File: config.mk
export PLATFORM = sky130hd
export DESIGN_NAME = acb_word_port_flat
export DESIGN_NICKNAME = d
export VERILOG_FILES = /design/src/rtl/acb_pkg.sv /design/src/rtl/acb_word_port_if.sv /design/src/rtl/acb_word_unpack.sv /design/src/rtl/acb_word_port.sv /design/src/flat_wrapper.sv
export SDC_FILE = /design/constraint.sdc
export NUM_CORES = 1
export LEC_CHECK = 0
export BUFFER_PORTS_ARGS = -buffer_cell sky130_fd_sc_hd__clkbuf_2
export CORE_AREA = 2 2 217 219
export DETAILED_ROUTE_END_ITERATION = 6
export DIE_AREA = 0 0 219 221
export PLACE_DENSITY = 0.73
export SLEW_MARGIN = 20
export SYNTH_ARGS = -nofsm -noshare
export SYNTH_HDL_FRONTEND = slang
export SYNTH_SLANG_ARGS = --single-unit
export TNS_END_PERCENT = 20
File: constraint.sdc
create_clock -name clk -period 15.53 [get_ports clk]
set_clock_uncertainty 0.15 [all_clocks]
set_input_delay 0.7765 -clock clk [delete_from_list [all_inputs] [get_ports clk]]
set_output_delay 0.7765 -clock clk [all_outputs]
set_load 0.005 [all_outputs]
File: src/rtl/acb_pkg.sv
`default_nettype none
// ============================================================================
// Module      : acb_pkg
// Description : Shared sizes, state encoding and word pack/unpack helpers for
//               the word-serial front end of the acb GF(2^163) core.
//               N      - field width (operand and result bits)
//               WORD_W - stream word width
//               NWORDS - words per operand or result
// Revision    : 1.0 - initial release
// ============================================================================
package acb_pkg;

  localparam int N        = 163;
  localparam int WORD_W   = 32;
  localparam int NWORDS   = (N + WORD_W - 1) / WORD_W;
  localparam int WCNT_W   = $clog2(2 * NWORDS);
  // The most-significant word only carries the bits above LAST_LSB.
  localparam int LAST_LSB = (NWORDS - 1) * WORD_W;
  localparam int TOP_W    = N - LAST_LSB;

  typedef enum logic [1:0] {
    S_LOAD  = 2'd0,
    S_START = 2'd1,
    S_WAIT  = 2'd2,
    S_OUT   = 2'd3
  } state_t;

  // Overwrite word idx of v; for the top word only the low TOP_W bits land.
  function automatic logic [N-1:0] put_word(input logic [N-1:0]      v,
                                            input logic [WCNT_W-1:0] idx,
                                            input logic [WORD_W-1:0] w);
    logic [N-1:0] r;
    r = v;
    for (int i = 0; i < NWORDS - 1; i++) begin
      if (idx == WCNT_W'(i)) r[i*WORD_W +: WORD_W] = w;
    end
    if (idx == WCNT_W'(NWORDS - 1)) r[N-1:LAST_LSB] = w[TOP_W-1:0];
    return r;
  endfunction

  // Read word idx of v, zero-extended above bit N-1; out-of-range reads 0.
  function automatic logic [WORD_W-1:0] get_word(input logic [N-1:0]      v,
                                                 input logic [WCNT_W-1:0] idx);
    logic [WORD_W-1:0] r;
    r = '0;
    for (int i = 0; i < NWORDS - 1; i++) begin
      if (idx == WCNT_W'(i)) r = v[i*WORD_W +: WORD_W];
    end
    if (idx == WCNT_W'(NWORDS - 1)) r[TOP_W-1:0] = v[N-1:LAST_LSB];
    return r;
  endfunction

endpackage
`default_nettype wire

File: src/rtl/acb_word_port_if.sv
`default_nettype none
// ============================================================================
// Module      : acb_word_port_if
// Description : 32-bit operand-in / result-out stream bundle of acb_word_port.
//               in_valid/in_ready/in_data/in_cfg    - operand word stream
//               out_valid/out_ready/out_data/out_last - result word stream
//               master : bus side (drives operands, consumes results)
//               slave  : acb_word_port side
// Revision    : 1.0 - initial release
// ============================================================================
interface acb_word_port_if;
  import acb_pkg::*;

  logic              in_valid;
  logic              in_ready;
  logic [WORD_W-1:0] in_data;
  logic              in_cfg;
  logic              out_valid;
  logic              out_ready;
  logic [WORD_W-1:0] out_data;
  logic              out_last;

  modport master (
    output in_valid, in_data, in_cfg, out_ready,
    input  in_ready, out_valid, out_data, out_last
  );

  modport slave (
    input  in_valid, in_data, in_cfg, out_ready,
    output in_ready, out_valid, out_data, out_last
  );

endinterface
`default_nettype wire

File: src/rtl/acb_word_unpack.sv
`default_nettype none
// ============================================================================
// Module      : acb_word_unpack
// Description : Result register for the acb core with a word-select mux.
//               clk, rst  - clock, asynchronous active-high reset
//               capture   - load c_in into the result register
//               c_in      - 163-bit result from the core
//               word_sel  - index of the word presented on word_out
//               word_out  - selected word, zero-extended above bit 162
//               last      - word_sel addresses the final word
// Revision    : 1.0 - initial release
// ============================================================================
module acb_word_unpack
  import acb_pkg::*;
(
  input  logic              clk,
  input  logic              rst,
  input  logic              capture,
  input  logic [N-1:0]      c_in,
  input  logic [WCNT_W-1:0] word_sel,
  output logic [WORD_W-1:0] word_out,
  output logic              last
);

  localparam logic [WCNT_W-1:0] c_last_word = WCNT_W'(NWORDS - 1);

  logic [N-1:0] r_c;

  always_ff @(posedge clk or posedge rst) begin
    if (rst)          r_c <= '0;
    else if (capture) r_c <= c_in;
  end

  assign word_out = get_word(r_c, word_sel);
  assign last     = (word_sel == c_last_word);

endmodule
`default_nettype wire

File: src/rtl/acb_word_port.sv
`default_nettype none
// ============================================================================
// Module      : acb_word_port
// Description : Word-serial front end for the acb GF(2^163) core. Packs A and
//               B from 32-bit words, pulses the core start, captures C on
//               done and streams it back as 32-bit words.
//               clk, rst          - clock, asynchronous active-high reset
//               bus (slave)       - operand-in / result-out word streams
//               busy              - start or wait phase in progress
//               err               - sticky watchdog flag
//               acb_A/B/enable/configuration - operands and start to core
//               acb_C/acb_done    - result and completion from core
//               Optional macro ACB_WORD_PORT_TIMEOUT_EN adds a watchdog of
//               TIMEOUT_CYC cycles on the wait phase; without it err is 0.
// Revision    : 1.0 - initial release
// ============================================================================
module acb_word_port
    import acb_pkg::*;
#(
    parameter int TIMEOUT_CYC = 511
)
(
    input  logic                  clk,
    input  logic                  rst,
    acb_word_port_if.slave        bus,
    output logic                  busy,
    output logic                  err,
    output logic [N-1:0]          acb_A,
    output logic [N-1:0]          acb_B,
    output logic                  acb_enable,
    output logic                  acb_configuration,
    input  logic [N-1:0]          acb_C,
    input  logic                  acb_done
);

    localparam logic [WCNT_W-1:0] c_last_in  = WCNT_W'(2 * NWORDS - 1);
    localparam logic [WCNT_W-1:0] c_last_out = WCNT_W'(NWORDS - 1);
    localparam logic [WCNT_W-1:0] c_b_base   = WCNT_W'(NWORDS);

    state_t            r_state, w_state_nxt;
    logic [WCNT_W-1:0] r_wcnt, w_wcnt_nxt;
    logic [N-1:0]      r_a, r_b;
    logic              r_cfg;
    logic              w_in_fire, w_capture, w_timeout, w_fill_b;
    logic [WCNT_W-1:0] w_word_idx;
    logic [WORD_W-1:0] w_res_word;
    logic              w_res_last;

    assign w_in_fire = (r_state == S_LOAD) && bus.in_valid;
    assign w_capture = (r_state == S_WAIT) && acb_done;

`ifdef ACB_WORD_PORT_TIMEOUT_EN
    localparam int TMO_W = $clog2(TIMEOUT_CYC + 1);
    logic [TMO_W-1:0] r_tmo;
    logic             r_err;

    // Counts completed wait cycles; fires on the last allowed one.
    assign w_timeout = (r_state == S_WAIT) && !acb_done &&
                       (r_tmo == TMO_W'(TIMEOUT_CYC - 1));

    always_ff @(posedge clk or posedge rst) begin
        if (rst) begin
            r_tmo <= '0;
            r_err <= 1'b0;
        end else begin
            if ((r_state == S_WAIT) && !acb_done && !w_timeout) r_tmo <= r_tmo + 1'b1;
            else                                                r_tmo <= '0;
            if (w_timeout)                           r_err <= 1'b1;
            else if (w_in_fire && (r_wcnt == '0))    r_err <= 1'b0;
        end
    end

    assign err = r_err;
`else
    assign w_timeout = 1'b0;
    assign err       = 1'b0;
`endif

    always_ff @(posedge clk or posedge rst) begin
        if (rst) begin
            r_state <= S_LOAD;
            r_wcnt  <= '0;
        end else begin
            r_state <= w_state_nxt;
            r_wcnt  <= w_wcnt_nxt;
        end
    end

    always_comb begin
        w_state_nxt = r_state;
        w_wcnt_nxt  = r_wcnt;
        case (r_state)
            S_LOAD: begin
                if (bus.in_valid) begin
                    if (r_wcnt == c_last_in) begin
                        w_wcnt_nxt  = '0;
                        w_state_nxt = S_START;
                    end else begin
                        w_wcnt_nxt  = r_wcnt + 1'b1;
                    end
                end
            end
            S_START: w_state_nxt = S_WAIT;
            S_WAIT: begin
                if (acb_done) begin
                    w_state_nxt = S_OUT;
                end else if (w_timeout) begin
                    w_state_nxt = S_LOAD;
                    w_wcnt_nxt  = '0;
                end
            end
            S_OUT: begin
                if (bus.out_ready) begin
                    if (r_wcnt == c_last_out) begin
                        w_wcnt_nxt  = '0;
                        w_state_nxt = S_LOAD;
                    end else begin
                        w_wcnt_nxt  = r_wcnt + 1'b1;
                    end
                end
            end
            default: begin
                w_state_nxt = S_LOAD;
                w_wcnt_nxt  = '0;
            end
        endcase
    end

    // Words 0..NWORDS-1 go to A, the next NWORDS to B.
    assign w_fill_b   = (r_wcnt >= c_b_base);
    assign w_word_idx = w_fill_b ? (r_wcnt - c_b_base) : r_wcnt;

    always_ff @(posedge clk or posedge rst) begin
        if (rst) begin
            r_a   <= '0;
            r_b   <= '0;
            r_cfg <= 1'b0;
        end else if (w_in_fire) begin
            if (w_fill_b) r_b <= put_word(r_b, w_word_idx, bus.in_data);
            else          r_a <= put_word(r_a, w_word_idx, bus.in_data);
            if (r_wcnt == '0) r_cfg <= bus.in_cfg;
        end
    end

    acb_word_unpack u_unpack (
        .clk      (clk),
        .rst      (rst),
        .capture  (w_capture),
        .c_in     (acb_C),
        .word_sel (r_wcnt),
        .word_out (w_res_word),
        .last     (w_res_last)
    );

    assign bus.in_ready      = (r_state == S_LOAD);
    assign bus.out_valid     = (r_state == S_OUT);
    assign bus.out_data      = (r_state == S_OUT) ? w_res_word : '0;
    assign bus.out_last      = (r_state == S_OUT) && w_res_last;
    assign busy              = (r_state == S_START) || (r_state == S_WAIT);
    assign acb_enable        = (r_state == S_START);
    assign acb_A             = r_a;
    assign acb_B             = r_b;
    assign acb_configuration = r_cfg;

endmodule
`default_nettype wire
File: src/flat_wrapper.sv
// flat-port wrapper written by rule: the top's interface ports become plain ports
module acb_word_port_flat import acb_pkg::*;
#(
    parameter int TIMEOUT_CYC = 511
)
  (clk, rst, busy, err, acb_A, acb_B, acb_enable, acb_configuration, acb_C, acb_done, bus_in_valid, bus_in_data, bus_in_cfg, bus_out_ready, bus_in_ready, bus_out_valid, bus_out_data, bus_out_last);
  acb_word_port_if bus_i ();
  input  logic clk;
  input  logic rst;
  output logic busy;
  output logic err;
  output logic [N-1:0] acb_A;
  output logic [N-1:0] acb_B;
  output logic acb_enable;
  output logic acb_configuration;
  input  logic [N-1:0] acb_C;
  input  logic acb_done;
  input wire logic [$bits(bus_i.in_valid)-1:0] bus_in_valid;
  input wire logic [$bits(bus_i.in_data)-1:0] bus_in_data;
  input wire logic [$bits(bus_i.in_cfg)-1:0] bus_in_cfg;
  input wire logic [$bits(bus_i.out_ready)-1:0] bus_out_ready;
  output wire logic [$bits(bus_i.in_ready)-1:0] bus_in_ready;
  output wire logic [$bits(bus_i.out_valid)-1:0] bus_out_valid;
  output wire logic [$bits(bus_i.out_data)-1:0] bus_out_data;
  output wire logic [$bits(bus_i.out_last)-1:0] bus_out_last;
  assign bus_i.in_valid = bus_in_valid;
  assign bus_i.in_data = bus_in_data;
  assign bus_i.in_cfg = bus_in_cfg;
  assign bus_i.out_ready = bus_out_ready;
  assign bus_in_ready = bus_i.in_ready;
  assign bus_out_valid = bus_i.out_valid;
  assign bus_out_data = bus_i.out_data;
  assign bus_out_last = bus_i.out_last;
  acb_word_port #(.TIMEOUT_CYC(TIMEOUT_CYC)) u_core (.clk(clk), .rst(rst), .bus(bus_i), .busy(busy), .err(err), .acb_A(acb_A), .acb_B(acb_B), .acb_enable(acb_enable), .acb_configuration(acb_configuration), .acb_C(acb_C), .acb_done(acb_done));
endmodule
-- Yosys cells after proc, flatten, opt, wreduce, memory -nomap -nowiden
Index checks and enable logic that the tools add are counted.
- multiplexer cells: 19
- magnitude comparators: 1
- bitwise logic cells: 1
- eq/ne operators: 19
- reductions and logical operators: 23
- add/subtract/negate cells: 2
- operator list (operator ; number):
    two-way mux 32 bit ; 6
    AND reduction 3 bit ; 13
    two-way mux 4 bit ; 5
    equality test 4 x 2 -> 1 bit (second input constant) ; 4
    equality test 4 x 3 -> 1 bit (second input constant) ; 4
    two-way mux 2 bit ; 5
    equality test 4 x 1 -> 1 bit (second input constant) ; 2
    zero test 4 bit ; 2
    one-hot mux 2 bit (4 select lines) ; 1
    one-hot mux 4 bit (2 select lines) ; 1
    inequality test 2 bit (second input constant) ; 3
    AND reduction 5 bit ; 1
    adder 4 x 1 -> 4 bit (second input constant) ; 1
    equality test 2 bit (second input constant) ; 2
    equality test 4 bit (second input constant) ; 1
    greater-or-equal comparator 4 x 3 -> 1 bit (second input constant) ; 1
    inequality test 2 x 1 -> 1 bit (second input constant) ; 2
    subtractor 4 x 3 -> 4 bit (second input constant) ; 1
    logical AND 1 bit ; 3
    two-way mux 3 bit ; 1
    equality test 2 x 1 -> 1 bit (second input constant) ; 1
    zero test 2 bit ; 1
    AND reduction 2 bit ; 1
    nonzero test 2 bit ; 1
    other kinds (2) ; 2
- register bits after elaboration: 496
- word-level logic and storage cells: 81
- output and inout bits: 365
- input bits: 201

-- Longest topological paths before layout
- word-level depth: 8
- mapped depth: 10

-- By module
A second synthesis with hierarchy kept.
- cell total of the unflattened synthesis: 1421
- area, all modules: 20825.0 um^2
- modules (own cells, without submodules) (module ; seq. area each (um^2) ; times used ; cells an instance ; area an instance (um^2)):
    acb_word_port ; 8333.0 ; 1 ; 845 ; 13374.1
    acb_word_unpack ; 4078.9 ; 1 ; 576 ; 7450.9

-- Worst setup path after synthesis
No wires, ideal clock.
- kind: flip-flop to output port
- start: register u_core.r_wcnt[0]
- end: output bus_out_data[17]
- required time: 14604 ps
- path slack: 12540 ps
- stages on the path, launching flop included: 11
- arrival: 2064 ps
- path through: dfrtp_1 -> buf_2 -> inv_1 -> ha_1 -> clkbuf_1 -> and2_1 -> clkbuf_1 -> nand2_1 -> clkbuf_1 -> buf_2 -> o221a_2
- cells in the longest elaborated chain, start to end: 7
- elaborated cells on any way between the ends: 11
- ends and longest elaborated chain (item ; RTL line ; source):
    start, declared ; acb_word_port.sv:41 ; logic [WCNT_W-1:0] r_wcnt, w_wcnt_nxt;
    start signal, assigned ; acb_word_port.sv:85 ; r_wcnt <= w_wcnt_nxt;
    zero test 4 bit ; acb_pkg.sv:47 ; if (idx == WCNT_W'(i)) r = v[i*WORD_W +: WORD_W];
    two-way mux 32 bit (4 in series) ; acb_pkg.sv:47 ;
    two-way mux 32 bit * ; acb_pkg.sv:47 ;
    two-way mux 32 bit * ; acb_word_port.sv:157 ; assign bus.out_data = (r_state == S_OUT) ? w_res_word : '0;
    end, declared ; flat_wrapper.sv:24 ; output wire logic [$bits(bus_i.out_data)-1:0] bus_out_data;
Mark *: on every way between the ends. The rest lies on a longest branch, timed or not.

-- Worst setup path after layout
- start: register u_core.r_wcnt[0]
- end: output bus_out_data[22]
The elaborated chain is that of the path after synthesis.

==> flow_summary.toml <==
[logic_synthesis]
yosysSeqAreaShare_pct = 60.1
synth-edff-count = 0
synth_flop_cell = "dfrtp_1"
async_flop_share_pct = 100
yosysMostFrequentCell = "dfrtp_1"
synthCells = 1433
ys_seq_elements = 496
yosysTopAreaCell = "dfrtp_1"
netlist.area_leader.share_pct = 60.1
synth_cell_type_count = 43
ys_top_cells_by_area = "dfrtp_1, mux2_2, a21oi_1"
synth_fp_nets = 1644
ys_warn_count = 0
synth_common_cells = "dfrtp_1, mux2_2, a21oi_1"
synth_area_um2 = 20600
synth_area_per_cell_um2 = 14.4

[layout]
final_nets = 2154
post-route-util_pct = 55.4
layout-drive-gt1-share_pct = 59.9
num-fill-cells = 3740
syn_to_final_growth_pct = 23.6

[place]
io_buffer_count = 564
hpwl_um = 42600
place.gp.congestion = 0.921

[worst_setup_path]
cpPeakStageDelay_ns = 0.79
endpoint_kind = "output port"
critical_path_class = "reg2out"
path_cells = "inv_1 -> ha_1 -> buf_4 -> inv_1 -> o21ai_0 -> a21oi_1 -> o221a_2 -> clkbuf_2"
critPathBufInv = 4
arrival_ns = 3.63
reg2reg_from = "u_core.r_wcnt[0]$_DFFE_PP0P_"
r2r_cells = 7
cp-start-kind = "flop"
critPathRequiredTime_ns = 14.60
r2r_slack_ns = 12.12
crit_top_cell = "inv_1"
crit_fanout = 40
path_delay_family = "buffers and inverters"
r2r-end = "u_core.acb_A[55]$_DFFE_PP0P_"
crit_slowest_cell = "inv_1"

[timing]
period_share_pct = 29.3
max_freq_ghz = 0.220
finalHoldViolations = 0
setup_viol = 0
rsz0062_at_grt = "false"
fin_crit_ns = 4.55
fin_setup_tns_ns = 0
maxSlewViolCount = 0
worstMarginPinSlew_ns = 1.13
slew_headroom_pct = 24.8

[drt]
dr.pass1.iters = 4
avgViaCountPerCell = 5.45
antenna_left = 0
wl_um = 60600
drt_iter0_markers = 910
vias = 14100
avgRoutedWirePerCell_um = 23.4
drcViolationCount = 0

[clock_network]
cts_resized = 0
cts.sinks = 496
cts_buffers = 51
clkTransAtPathRegs_ns = 0.06
cts_setup_buffers = 0
cts-root-buf = "clkbuf_16"
cts_max_path_buffers = 3
htreeDepth = 2
cts_tree = "built"
clk_latency_ns = 0.59
hold_buffers = 0

[global_routing]
antenna_found_initial = 11
grt_use_met3_pct = 6.68
grt_pass1_wl_um = 91000
grt_pass1_vias = 14800
track_usage_pct = 24.7
grt_max_degree = 164
grt_overflow = 0
top_usage_layer = "met2"
grtUsageMet2_pct = 40.3
grtUsageMet1_pct = 29.8

[power]
p_int_uw = 3360
cellLeakagePower_uw = 0.0129
power_frac_seq_pct = 42.8
swShare_pct = 32.7
p_sw_uw = 1640
pwr_density_cell_nw_per_um2 = 196
power_frac_comb_pct = 33.3
pwr-share-clk_pct = 23.9
worst_ir_drop_vdd_v = 0.000123

[floorplanning]
die_w_um = 219
start_util_pct = 44.8
die-height_um = 221
num_rows = 79
die-area_um2 = 48400
core-area_um2 = 46100
ios = 566

[min_path]
hold_path.class = "in2async"

[flow_run]
cap_violations = 0

[status]
outcome = "finished clean"
## power by group through the flow
| stage | registers (uW) | clock network, uW | logic, uW |
|---|---|---|---|
| after floorplan | 2080 | 0 | 992 |
| after global placement | 2120 | 0 | 1620 |
| after detailed placement | 2150 | 0 | 1660 |
| after CTS | 2130 | 1210 | 1670 |
| after global routing | 2190 | 1270 | 1800 |
| final | 2140 | 1190 | 1660 |
## cell type report
type	instances	area, um2	share of cell area, %
Timing Repair Buffer	586	3010	11.8
Multi-Input combinational cell	800	7650	30.0
Tap cell	607	759	2.98
Sequential cell	496	12400	48.7
Antenna cell	11	27.5	0.108
Inverter	8	37.5	0.147
Clock buffer	78	1470	5.75
Clock inverter	10	143	0.559
## logic make-up after synthesis
kind of cell             after synthesis  synth area share [%]
multiplexers                         494                  27.5
AND/OR/NAND/NOR                      116                  3.19
other                                  1                0.0182
adder cells (fa/ha/maj)               10                 0.606
AO/OA/AOI/OAI                        179                  5.40
flip-flops                           496                  60.1
buffers and inverters                137                  3.18
## through the flow
| stage | std cells | setup slack, ns | area, um2 | hold slack, ns | total power (uW) |
|---|---|---|---|---|---|
| after floorplan | 1433 | 0.757 | 20600 | 0.324 | 3080 |
| after global placement | 2496 | 11.69 | 23800 | 0.321 | 3740 |
| after detailed placement | 2497 | 11.77 | 23900 | 0.325 | 3810 |
| after CTS | 2585 | 11.09 | 25500 | 0.227 | 5010 |
| after global routing | 2595 | 10.77 | 25500 | 0.237 | 5270 |
| final | 2596 | 10.98 | 25500 | 0.201 | 5000 |
## metal layers
| metal | wire (um) | up-vias |
|---|---|---|
| met2 | 29300 | 580 |
| met3 | 4590 | 161 |
| met1 | 23700 | 7274 |
| li1 | - | 6119 |
| met4 | 3040 | 2 |
| met5 | 13 | - |
## cells in the final DEF, fill, tap and decap left out, types with 9 or more instances in the layout
cell / instances
mux2_2: 452
mux2_1: 9
ha_1: 9
clkbuf_16: 51
clkbuf_8: 9
dfrtp_1: 496
nand3b_1: 29
clkbuf_1: 18
nor2_1: 33
diode_2: 11
nand2_1: 17
mux2_4: 30
clkbuf_2: 564
o221a_2: 29
buf_4: 18
a21oi_1: 95
o21ai_0: 43
## registers in the layout (all words and copies together) (netlist names)
| register | cells |
|---|---|
| u_core.acb_A | 163 |
| u_core.acb_B | 163 |
| u_core.u_unpack.r_c | 163 |
| u_core.r_wcnt | 4 |
| u_core.r_state | 2 |
| u_core.acb_configuration | 1 |
## worst reg2reg max path: stages (launching register included)
cell and delay [ns]:
dfrtp_1 0.63, inv_1 0.23, ha_1 0.25, buf_4 0.28, nand2_1 0.13, nand3_1 0.16, or3_2 0.92, mux2_1 0.54
## worst max path at each step
stage                                  end                          from  depth (start not counted)  slack (ns)
2_1_floorplan  u_core.acb_A[0]$_DFFE_PP0P_                           rst                          1        0.76
6_report                  bus_out_data[22]  u_core.r_wcnt[0]$_DFFE_PP0P_                          8       10.98
4_1_cts                   bus_out_data[22]  u_core.r_wcnt[0]$_DFFE_PP0P_                          8       11.09
3_5_place_dp              bus_out_data[22]  u_core.r_wcnt[0]$_DFFE_PP0P_                          8       11.77
3_3_place_gp              bus_out_data[13]  u_core.r_wcnt[0]$_DFFE_PP0P_                          7       11.69
5_1_grt                   bus_out_data[20]  u_core.r_wcnt[0]$_DFFE_PP0P_                          8       10.77
No activity file was read; power rests on OpenSTA's default activity.
